### config.mk
export PLATFORM = sky130hd
export DESIGN_NAME = sync_fifo_param_flat
export DESIGN_NICKNAME = d
export VERILOG_FILES = /design/src/rtl/sync_fifo_param_if.sv /design/src/rtl/sync_fifo_param.sv /design/src/flat_wrapper.sv
export SDC_FILE = /design/constraint.sdc
export NUM_CORES = 1
export LEC_CHECK = 0
export ABC_CLOCK_PERIOD_IN_PS = 4620
export CAP_MARGIN = 20
export CORE_MARGIN = 8
export CORE_UTILIZATION = 55
export CTS_BUF_LIST = sky130_fd_sc_hd__clkbuf_8
export CTS_CLUSTER_SIZE = 12
export DETAILED_ROUTE_END_ITERATION = 7
export PLACE_DENSITY = 0.76
export REMOVE_ABC_BUFFERS = 1
export SLEW_MARGIN = 20
export SYNTH_ARGS = -nofsm -noshare
export SYNTH_HDL_FRONTEND = slang
export SYNTH_SLANG_ARGS = --single-unit
export TNS_END_PERCENT = 100
### constraint.sdc
create_clock -name clk -period 4.62 [get_ports clk]
set_input_delay 0.462 -clock clk [delete_from_list [all_inputs] [get_ports clk]]
set_output_delay 0.462 -clock clk [all_outputs]
set_load 0.02 [all_outputs]
### src/rtl/sync_fifo_param_if.sv
// Handshake and status bundle for sync_fifo_param.
// The master side drives requests and write data; the slave side is the FIFO.
interface sync_fifo_param_if #(
    parameter int FIFO_WIDTH = 16,
    parameter int FIFO_DEPTH = 8
);
    logic                              wr_en;
    logic                              rd_en;
    logic [FIFO_WIDTH-1:0]             data_in;
    logic [FIFO_WIDTH-1:0]             data_out;
    logic                              wr_ack;
    logic                              overflow;
    logic                              underflow;
    logic                              full;
    logic                              empty;
    logic                              almostfull;
    logic                              almostempty;
    logic [$clog2(FIFO_DEPTH+1)-1:0]   count;

    modport master (
        output wr_en, rd_en, data_in,
        input  data_out, wr_ack, overflow, underflow,
        input  full, empty, almostfull, almostempty, count
    );

    modport slave (
        input  wr_en, rd_en, data_in,
        output data_out, wr_ack, overflow, underflow,
        output full, empty, almostfull, almostempty, count
    );
endinterface

### src/rtl/sync_fifo_param.sv
// Single-clock FIFO with arbitrary depth, programmable almost flags,
// occupancy count and selectable standard or first-word-fall-through reads.
module sync_fifo_param #(
    parameter int FIFO_WIDTH = 16,
    parameter int FIFO_DEPTH = 8,
    parameter int AF_MARGIN  = 1,
    parameter int AE_MARGIN  = 1,
    parameter int FWFT       = 0
) (
    input  logic              clk,
    input  logic              rst,
    sync_fifo_param_if.slave  bus
);
    localparam int PW = $clog2(FIFO_DEPTH);
    localparam int CW = $clog2(FIFO_DEPTH + 1);

    localparam logic [PW-1:0] PTR_LAST = PW'(FIFO_DEPTH - 1);
    localparam logic [CW-1:0] CNT_FULL = CW'(FIFO_DEPTH);
    localparam logic [CW-1:0] CNT_AF   = CW'(FIFO_DEPTH - AF_MARGIN);
    localparam logic [CW-1:0] CNT_AE   = CW'(AE_MARGIN);

    logic [FIFO_WIDTH-1:0] mem [FIFO_DEPTH];
    logic [PW-1:0]         wp;
    logic [PW-1:0]         rp;
    logic [CW-1:0]         count_r;
    logic [FIFO_WIDTH-1:0] dout;
    logic                  wr_ack_r;
    logic                  overflow_r;
    logic                  underflow_r;
    logic                  is_full;
    logic                  is_empty;
    logic                  wr_accept;
    logic                  rd_accept;

    // Depth need not be a power of two, so wrap is an explicit compare.
    function automatic logic [PW-1:0] ptr_next(input logic [PW-1:0] p);
        return (p == PTR_LAST) ? '0 : p + PW'(1);
    endfunction

    // A read frees a slot in the same cycle, so a full FIFO still takes a write.
    always_comb begin
        is_full   = (count_r == CNT_FULL);
        is_empty  = (count_r == '0);
        rd_accept = bus.rd_en && !is_empty;
        wr_accept = bus.wr_en && (!is_full || rd_accept);
    end

    always_ff @(posedge clk) begin
        if (rst) begin
            wp          <= '0;
            rp          <= '0;
            count_r     <= '0;
            wr_ack_r    <= 1'b0;
            overflow_r  <= 1'b0;
            underflow_r <= 1'b0;
        end else begin
            if (wr_accept) wp <= ptr_next(wp);
            if (rd_accept) rp <= ptr_next(rp);
            case ({wr_accept, rd_accept})
                2'b10:   count_r <= count_r + CW'(1);
                2'b01:   count_r <= count_r - CW'(1);
                default: count_r <= count_r;
            endcase
            wr_ack_r    <= wr_accept;
            overflow_r  <= bus.wr_en && !wr_accept;
            underflow_r <= bus.rd_en && !rd_accept;
        end
    end

    always_ff @(posedge clk) begin
        if (wr_accept && !rst) mem[wp] <= bus.data_in;
    end

    generate
        if (FWFT != 0) begin : g_fwft
            assign dout = mem[rp];
        end else begin : g_std
            always_ff @(posedge clk) begin
                if (rst)            dout <= '0;
                else if (rd_accept) dout <= mem[rp];
            end
        end
    endgenerate

    assign bus.data_out    = dout;
    assign bus.wr_ack      = wr_ack_r;
    assign bus.overflow    = overflow_r;
    assign bus.underflow   = underflow_r;
    assign bus.full        = is_full;
    assign bus.empty       = is_empty;
    assign bus.almostfull  = (count_r >= CNT_AF) && !is_full;
    assign bus.almostempty = !is_empty && (count_r <= CNT_AE);
    assign bus.count       = count_r;
endmodule

### src/flat_wrapper.sv
// flat-port wrapper written by rule: the top's interface ports become plain ports
module sync_fifo_param_flat 
#(
    parameter int FIFO_WIDTH = 16,
    parameter int FIFO_DEPTH = 8,
    parameter int AF_MARGIN  = 1,
    parameter int AE_MARGIN  = 1,
    parameter int FWFT       = 0
)
  (clk, rst, bus_wr_en, bus_rd_en, bus_data_in, bus_data_out, bus_wr_ack, bus_overflow, bus_underflow, bus_full, bus_empty, bus_almostfull, bus_almostempty, bus_count);
  sync_fifo_param_if #(.FIFO_WIDTH(FIFO_WIDTH), .FIFO_DEPTH(FIFO_DEPTH)) bus_i ();
  input  logic clk;
  input  logic rst;
  input wire logic [$bits(bus_i.wr_en)-1:0] bus_wr_en;
  input wire logic [$bits(bus_i.rd_en)-1:0] bus_rd_en;
  input wire logic [$bits(bus_i.data_in)-1:0] bus_data_in;
  output wire logic [$bits(bus_i.data_out)-1:0] bus_data_out;
  output wire logic [$bits(bus_i.wr_ack)-1:0] bus_wr_ack;
  output wire logic [$bits(bus_i.overflow)-1:0] bus_overflow;
  output wire logic [$bits(bus_i.underflow)-1:0] bus_underflow;
  output wire logic [$bits(bus_i.full)-1:0] bus_full;
  output wire logic [$bits(bus_i.empty)-1:0] bus_empty;
  output wire logic [$bits(bus_i.almostfull)-1:0] bus_almostfull;
  output wire logic [$bits(bus_i.almostempty)-1:0] bus_almostempty;
  output wire logic [$bits(bus_i.count)-1:0] bus_count;
  assign bus_i.wr_en = bus_wr_en;
  assign bus_i.rd_en = bus_rd_en;
  assign bus_i.data_in = bus_data_in;
  assign bus_data_out = bus_i.data_out;
  assign bus_wr_ack = bus_i.wr_ack;
  assign bus_overflow = bus_i.overflow;
  assign bus_underflow = bus_i.underflow;
  assign bus_full = bus_i.full;
  assign bus_empty = bus_i.empty;
  assign bus_almostfull = bus_i.almostfull;
  assign bus_almostempty = bus_i.almostempty;
  assign bus_count = bus_i.count;
  sync_fifo_param #(.FIFO_WIDTH(FIFO_WIDTH), .FIFO_DEPTH(FIFO_DEPTH), .AF_MARGIN(AF_MARGIN), .AE_MARGIN(AE_MARGIN), .FWFT(FWFT)) u_core (.clk(clk), .rst(rst), .bus(bus_i));
endmodule
==> results of run 1 <==
==> flip-flops by register name (all words and copies together) (netlist names) <==
signal,flops
u_core.mem,128
u_core.bus.overflow,1
u_core.bus.count,4
u_core.wp,3
u_core.bus.wr_ack,1
u_core.bus.underflow,1
u_core.bus.data_out,16
u_core.rp,3
==> placed cells by master (no fill, tap or decap), types with 3 or more instances in the layout <==
cell type	n
nand2b_1	5
buf_4	13
edfxtp_1	128
clkdlybuf4s50_1	46
or3_1	3
a32o_1	7
nand2_1	7
a21oi_1	11
a31oi_1	15
a22oi_1	15
inv_6	3
mux2i_1	50
nor2b_1	17
a211oi_1	17
ha_1	8
inv_1	6
nor2_1	11
clkbuf_8	18
a32o_2	9
bufinv_16	5
dfxtp_1	28
==> critical path: cells and delay by family (launching register included) <==
family                     cells  cell delay, ns
adders and majority gates      1            0.25
buffers and inverters          3            0.79
and+or+nand+nor                1            0.44
DFF                            1            0.36
==> report_power, final <==
| group | switching, uW | internal (uW) | total [uW] |
|---|---|---|---|
| clock network | 495 | 660 | 1160 |
| registers | 119 | 1610 | 1730 |
| logic | 388 | 362 | 750 |
==> routing by layer <==
layer	share of wire	routed length, um	track usage
met1	0.42	5200	0.213
met2	0.51	6370	0.302
met3	0.054	674	0.0435
met4	0.016	199	0.0678
met5	0	0	0
==> cell families after synthesis <==
logic type,after synthesis,synth area share
simple gates,60,0.0615
fa+ha+maj,8,0.0162
compound gates,77,0.0945
flops,157,0.715
buf+inv,27,0.0273
xor+xnor,3,0.00425
mux,50,0.0809
==> how the worst min path moves through the flow <==
| stage | from | endpoint | slack (ns) | cells after the start |
|---|---|---|---|---|
| finish | u_core.bus.data_out[15] | u_core.bus.data_out[15] | 0.47 | 1 |
| global route | u_core.bus.data_out[1] | u_core.bus.data_out[1] | 0.50 | 1 |
| CTS | u_core.bus.data_out[15] | u_core.bus.data_out[15] | 0.48 | 1 |
| detailed placement | u_core.bus.data_out[15] | u_core.bus.data_out[15] | 0.46 | 1 |
| global placement | u_core.bus.data_out[15] | u_core.bus.data_out[15] | 0.45 | 1 |
| floorplan | u_core.wp[0] | u_core.wp[0] | 0.46 | 2 |
==> per-stage QoR <==
stage	setup slack [ns]	hold WS, ns	power [uW]	area, um2
after floorplan	1.39	0.459	2230	6040
after global placement	2.06	0.453	2480	6790
after detailed placement	2.01	0.458	2500	6790
after CTS	1.86	0.478	3640	7250
after global routing	1.81	0.503	3780	7280
final	1.90	0.471	3630	7280
==> cell type report <==
cell class              instances  area, um2
clock buffers                  18        248
clock inverters                14        216
fillers                       733       3610
inverters                       6       25.0
multi-input cells             198       1600
flip-flops and latches        157       4430
well taps                     140        175
repair buffers                 60        586
==> results.md, run 1 <==
* Status: finished, final reports clean
* Leakage power at 0.00243 uW
* Top-count cell post-synth: edfxtp_1
* Total CTS buffers at 17
* Clock buffer depth at 2
* Clock Skews at 0.0116 ns
* Clock Pin Slew Worst Setup and Hold Paths at 0.08 ns
* DRC Markers at 0
* Initial antenna violation count at 0
* Max-slew violations at 0
* NumNets Final at 468
* Clock Sinks at 157
* Fmax at 367 MHz
* Setup crit start: u_core.bus.count[1]
* Syn Std Cell Area at 6180 um2
* Crit. End Element: primary output
* GRT Residual Overflow at 0
* Reg2Reg Depth at 4
* Post-synth EDFFs at 128
* Ports at 47
* HPWL after DPL at 7330 um
* Top cell type by total area after synthesis: edfxtp_1
* H-tree depth at 4
* Relative slew margins at 0.252
* Pin count of the biggest net entering global routing at 84
* Arr. time, crit path at 2.26 ns
* Pre-Repair DR Iteration Count at 5
* Top-area cell type share of the netlist area at 0.621
* DRT antenna net count at 0
* Synth Flop Type: edfxtp_1
* Period utilization at 0.590
* Via density at 5.98
* GP Congestion at 0.734
* Die area at 14,900 um2
* Sequential-to-total area share from yosys stat at 0.715
* Synth cell types at 42
* Die X at 122 um
* Hold Path Class: reg -> reg
* P&R area growth vs syn at 17.7%
* Layout cells sized above 1 at 0.150
* Most instantiated cells after synthesis: edfxtp_1, mux2i_1, dfxtp_1, a211oi_1, nor2b_1
* Cell Rows at 38
* Global Route Usage Sum at 0.177
* Reg2reg end: u_core.bus.data_out[3]
* Non-Filler Instances at 593
* Final setup fails at 0
* Synth area leaders: edfxtp_1, dfxtp_1, mux2i_1, a211oi_1, a22oi_1
* Crit-path slowest cell: clkdlybuf4s50_1
* Max VDD drop at 327 uV
* Final design utilization at 0.669
* I/O Buffers at 46
* Setup Buffers After CTS at 0
* RSZ-0062 raised after global routing: no
* Hold buffer count at CTS at 0
* Clock root cell: clkbuf_8
* First-pass GRT wire length at 19,900 um
* TNS Setup at 0 ns
* Initial Util at 0.568
* Vias in the first global route at 3,763
* Worst R2R Setup Slack at 2.01 ns
* Min Clock Period, post-route at 2.72 ns
* DR vias at 3,549
* Core area at 10,900 um2
* Total wire length at 12,400 um
* Slowest stage delay, CP at 0.60 ns
* Worst Path Required at 4.16 ns
* DIE HEIGHT at 122 um
* Cell Chain, Critical Path: inv_1 -> ha_1 -> or3b_4 -> inv_2 -> clkdlybuf4s50_1
* Worst Max-Slew Pin Slew at 1.12 ns
* End point of the critical path: bus_empty
* Critical path class: reg -> out
* Synth Register Bits at 157
* Async S/R FF share, synth at 0
* Ys Warns at 0
* DR WL/cell at 21.0 um
* # diodes at 0
* Avg Cell Area, Syn at 16.2 um2
* Maxcap violations at 0
* Worst R2R Start: u_core.rp[1]
* CTS tree: yes
* Post-placement cell count at 560
* CP Launch Type: flop
* CTS resizes at 0
* Gate Count Post-Synth at 382
* PD cells at 499 nW/um2
* CP max FO at 5
* DRT iter0 DRCs at 341
* Final hold vios at 0
* Clk_lat worst skew at 0.44 ns
Power figures use the tool's default switching activity.
==> run 2: changes to the inputs <==
- ABC_CLOCK_PERIOD_IN_PS: 4620 -> 2800
- clock period: 4.62 -> 2.8 ns (I/O delays scaled with it)
==> results.md, run 2 (synthesis results as in run 1) <==
* DRT antenna net count at 0
* PD cells at 810 nW/um2
* Pin count of the biggest net entering global routing at 57
* Initial antenna violation count at 0
* CTS resizes at 0
* Maxcap violations at 0
* HPWL after DPL at 7490 um
* Die area at 14,900 um2
* Crit path buffers/inverters at 3
* GRT Residual Overflow at 0
* Initial Util at 0.568
* Most common cell after layout, fill and taps aside: edfxtp_1
* CP max FO at 5
* CTS tree: yes
* Post-placement cell count at 566
* Status: finished, final reports clean
* Cell Chain, Critical Path: inv_1 -> ha_1 -> or3b_4 -> inv_2 -> clkdlybuf4s50_1
* DRT iter0 DRCs at 205
* Clock buffer depth at 2
* Max-slew violations at 0
* Clk_lat worst skew at 0.43 ns
* Total wire length at 12,200 um
* Ports at 47
* Clock Sinks at 157
* Cell Rows at 38
* Crit-path leading delay family: buffers and inverters
* Max VDD drop at 431 uV
* Setup Buffers After CTS at 0
* DR WL/cell at 20.4 um
* Core area at 10,900 um2
* Die X at 122 um
* Relative slew margins at 0.390
* Hold Path Class: reg -> reg
* Hold Crit Depth at 1
* DRC Markers at 0
* P&R area growth vs syn at 17.8%
* Period utilization at 0.903
* Crit. End Element: primary output
* I/O Buffers at 46
* Non-Filler Instances at 598
* RSZ-0062 raised after global routing: no
* Final setup fails at 0
* Layout cells sized above 1 at 0.155
* DR vias at 3,514
* Hold buffer count at CTS at 0
* Clock Pin Slew Worst Setup and Hold Paths at 0.08 ns
* H-tree depth at 4
* Stages on worst setup path at 5
* Max reg flops at 128
* Slowest stage delay, CP at 0.60 ns
* Leakage power at 0.00244 uW
* Commonest non-fill, non-tap cells in the layout: edfxtp_1, mux2i_1, clkdlybuf4s50_1
* Clock Skews at 0.0108 ns
* Min Clock Period, post-route at 2.53 ns
* Reg2Reg Depth at 10
* DIE HEIGHT at 122 um
* Worst Max-Slew Pin Slew at 0.915 ns
* Pre-CTS WS at 0.333 ns
* TNS Setup at 0 ns
* Setup ws final at 0.272 ns
* First-pass GRT wire length at 18,700 um
* GP Congestion at 0.760
* Vias in the first global route at 3,569
* Global Route Usage Sum at 0.169
* CP Launch Type: flop
* NumNets Final at 473
* # diodes at 0
* Biggest register: u_core.mem
* Final hold vios at 0
* Fmax at 396 MHz
* Pre-Repair DR Iteration Count at 5
* Critical path class: reg -> out
* Total CTS buffers at 17
* Via density at 5.88
* Arr. time, crit path at 2.25 ns
* Worst Path Required at 2.52 ns
* Clock root cell: clkbuf_8
* Crit-path slowest cell: clkdlybuf4s50_1
run 2: worst register-to-register path: cells and delay by family (launching register included):
| kind | cells | cell delay [ns] |
|---|---|---|
| simple gates | 4 | 0.87 |
| fa+ha+maj | 2 | 0.51 |
| flops | 1 | 0.46 |
| compound gates | 1 | 0.21 |
| buf+inv | 2 | 0.18 |
| xor+xnor | 1 | 0.15 |
run 2: where the power goes:
part | internal (uW) | switching (uW)
logic | 603 | 625
clock network | 1040 | 765
registers | 2650 | 212
run 2: path summary, 6_finish.rpt:
check                          start                      end  slack (ns)
min          u_core.bus.data_out[15]  u_core.bus.data_out[15]        0.48
max reg2reg      u_core.bus.count[0]      u_core.bus.count[3]        0.30
min reg2reg  u_core.bus.data_out[15]  u_core.bus.data_out[15]        0.48
max              u_core.bus.count[1]                bus_empty        0.27
run 2: area by class of cell:
class / count / area (um2)
flip-flops and latches: 157 / 4430
multi-input cells: 198 / 1600
clock buffers: 17 / 234
repair buffers: 65 / 616
clock inverters: 15 / 204
fillers: 768 / 3600
well taps: 140 / 175
inverters: 6 / 25.0
run 2: metal layers:
metal	up-vias	share of wire	GRT usage
li1	1629	-	-
met1	1756	0.40	0.200
met2	112	0.51	0.286
met3	17	0.073	0.0495
met4	0	0.018	0.0648
met5	-	0	0
run 2: per-stage QoR:
step	util	cell area, um2	hold slack (ns)	total power (uW)
global placement	0.629	6850	0.457	4110
global route	0.669	7280	0.482	6130
floorplan	-	6040	0.349	3680
CTS	0.669	7280	0.477	5940
finish	0.669	7280	0.477	5900
detailed placement	0.629	6850	0.463	4140
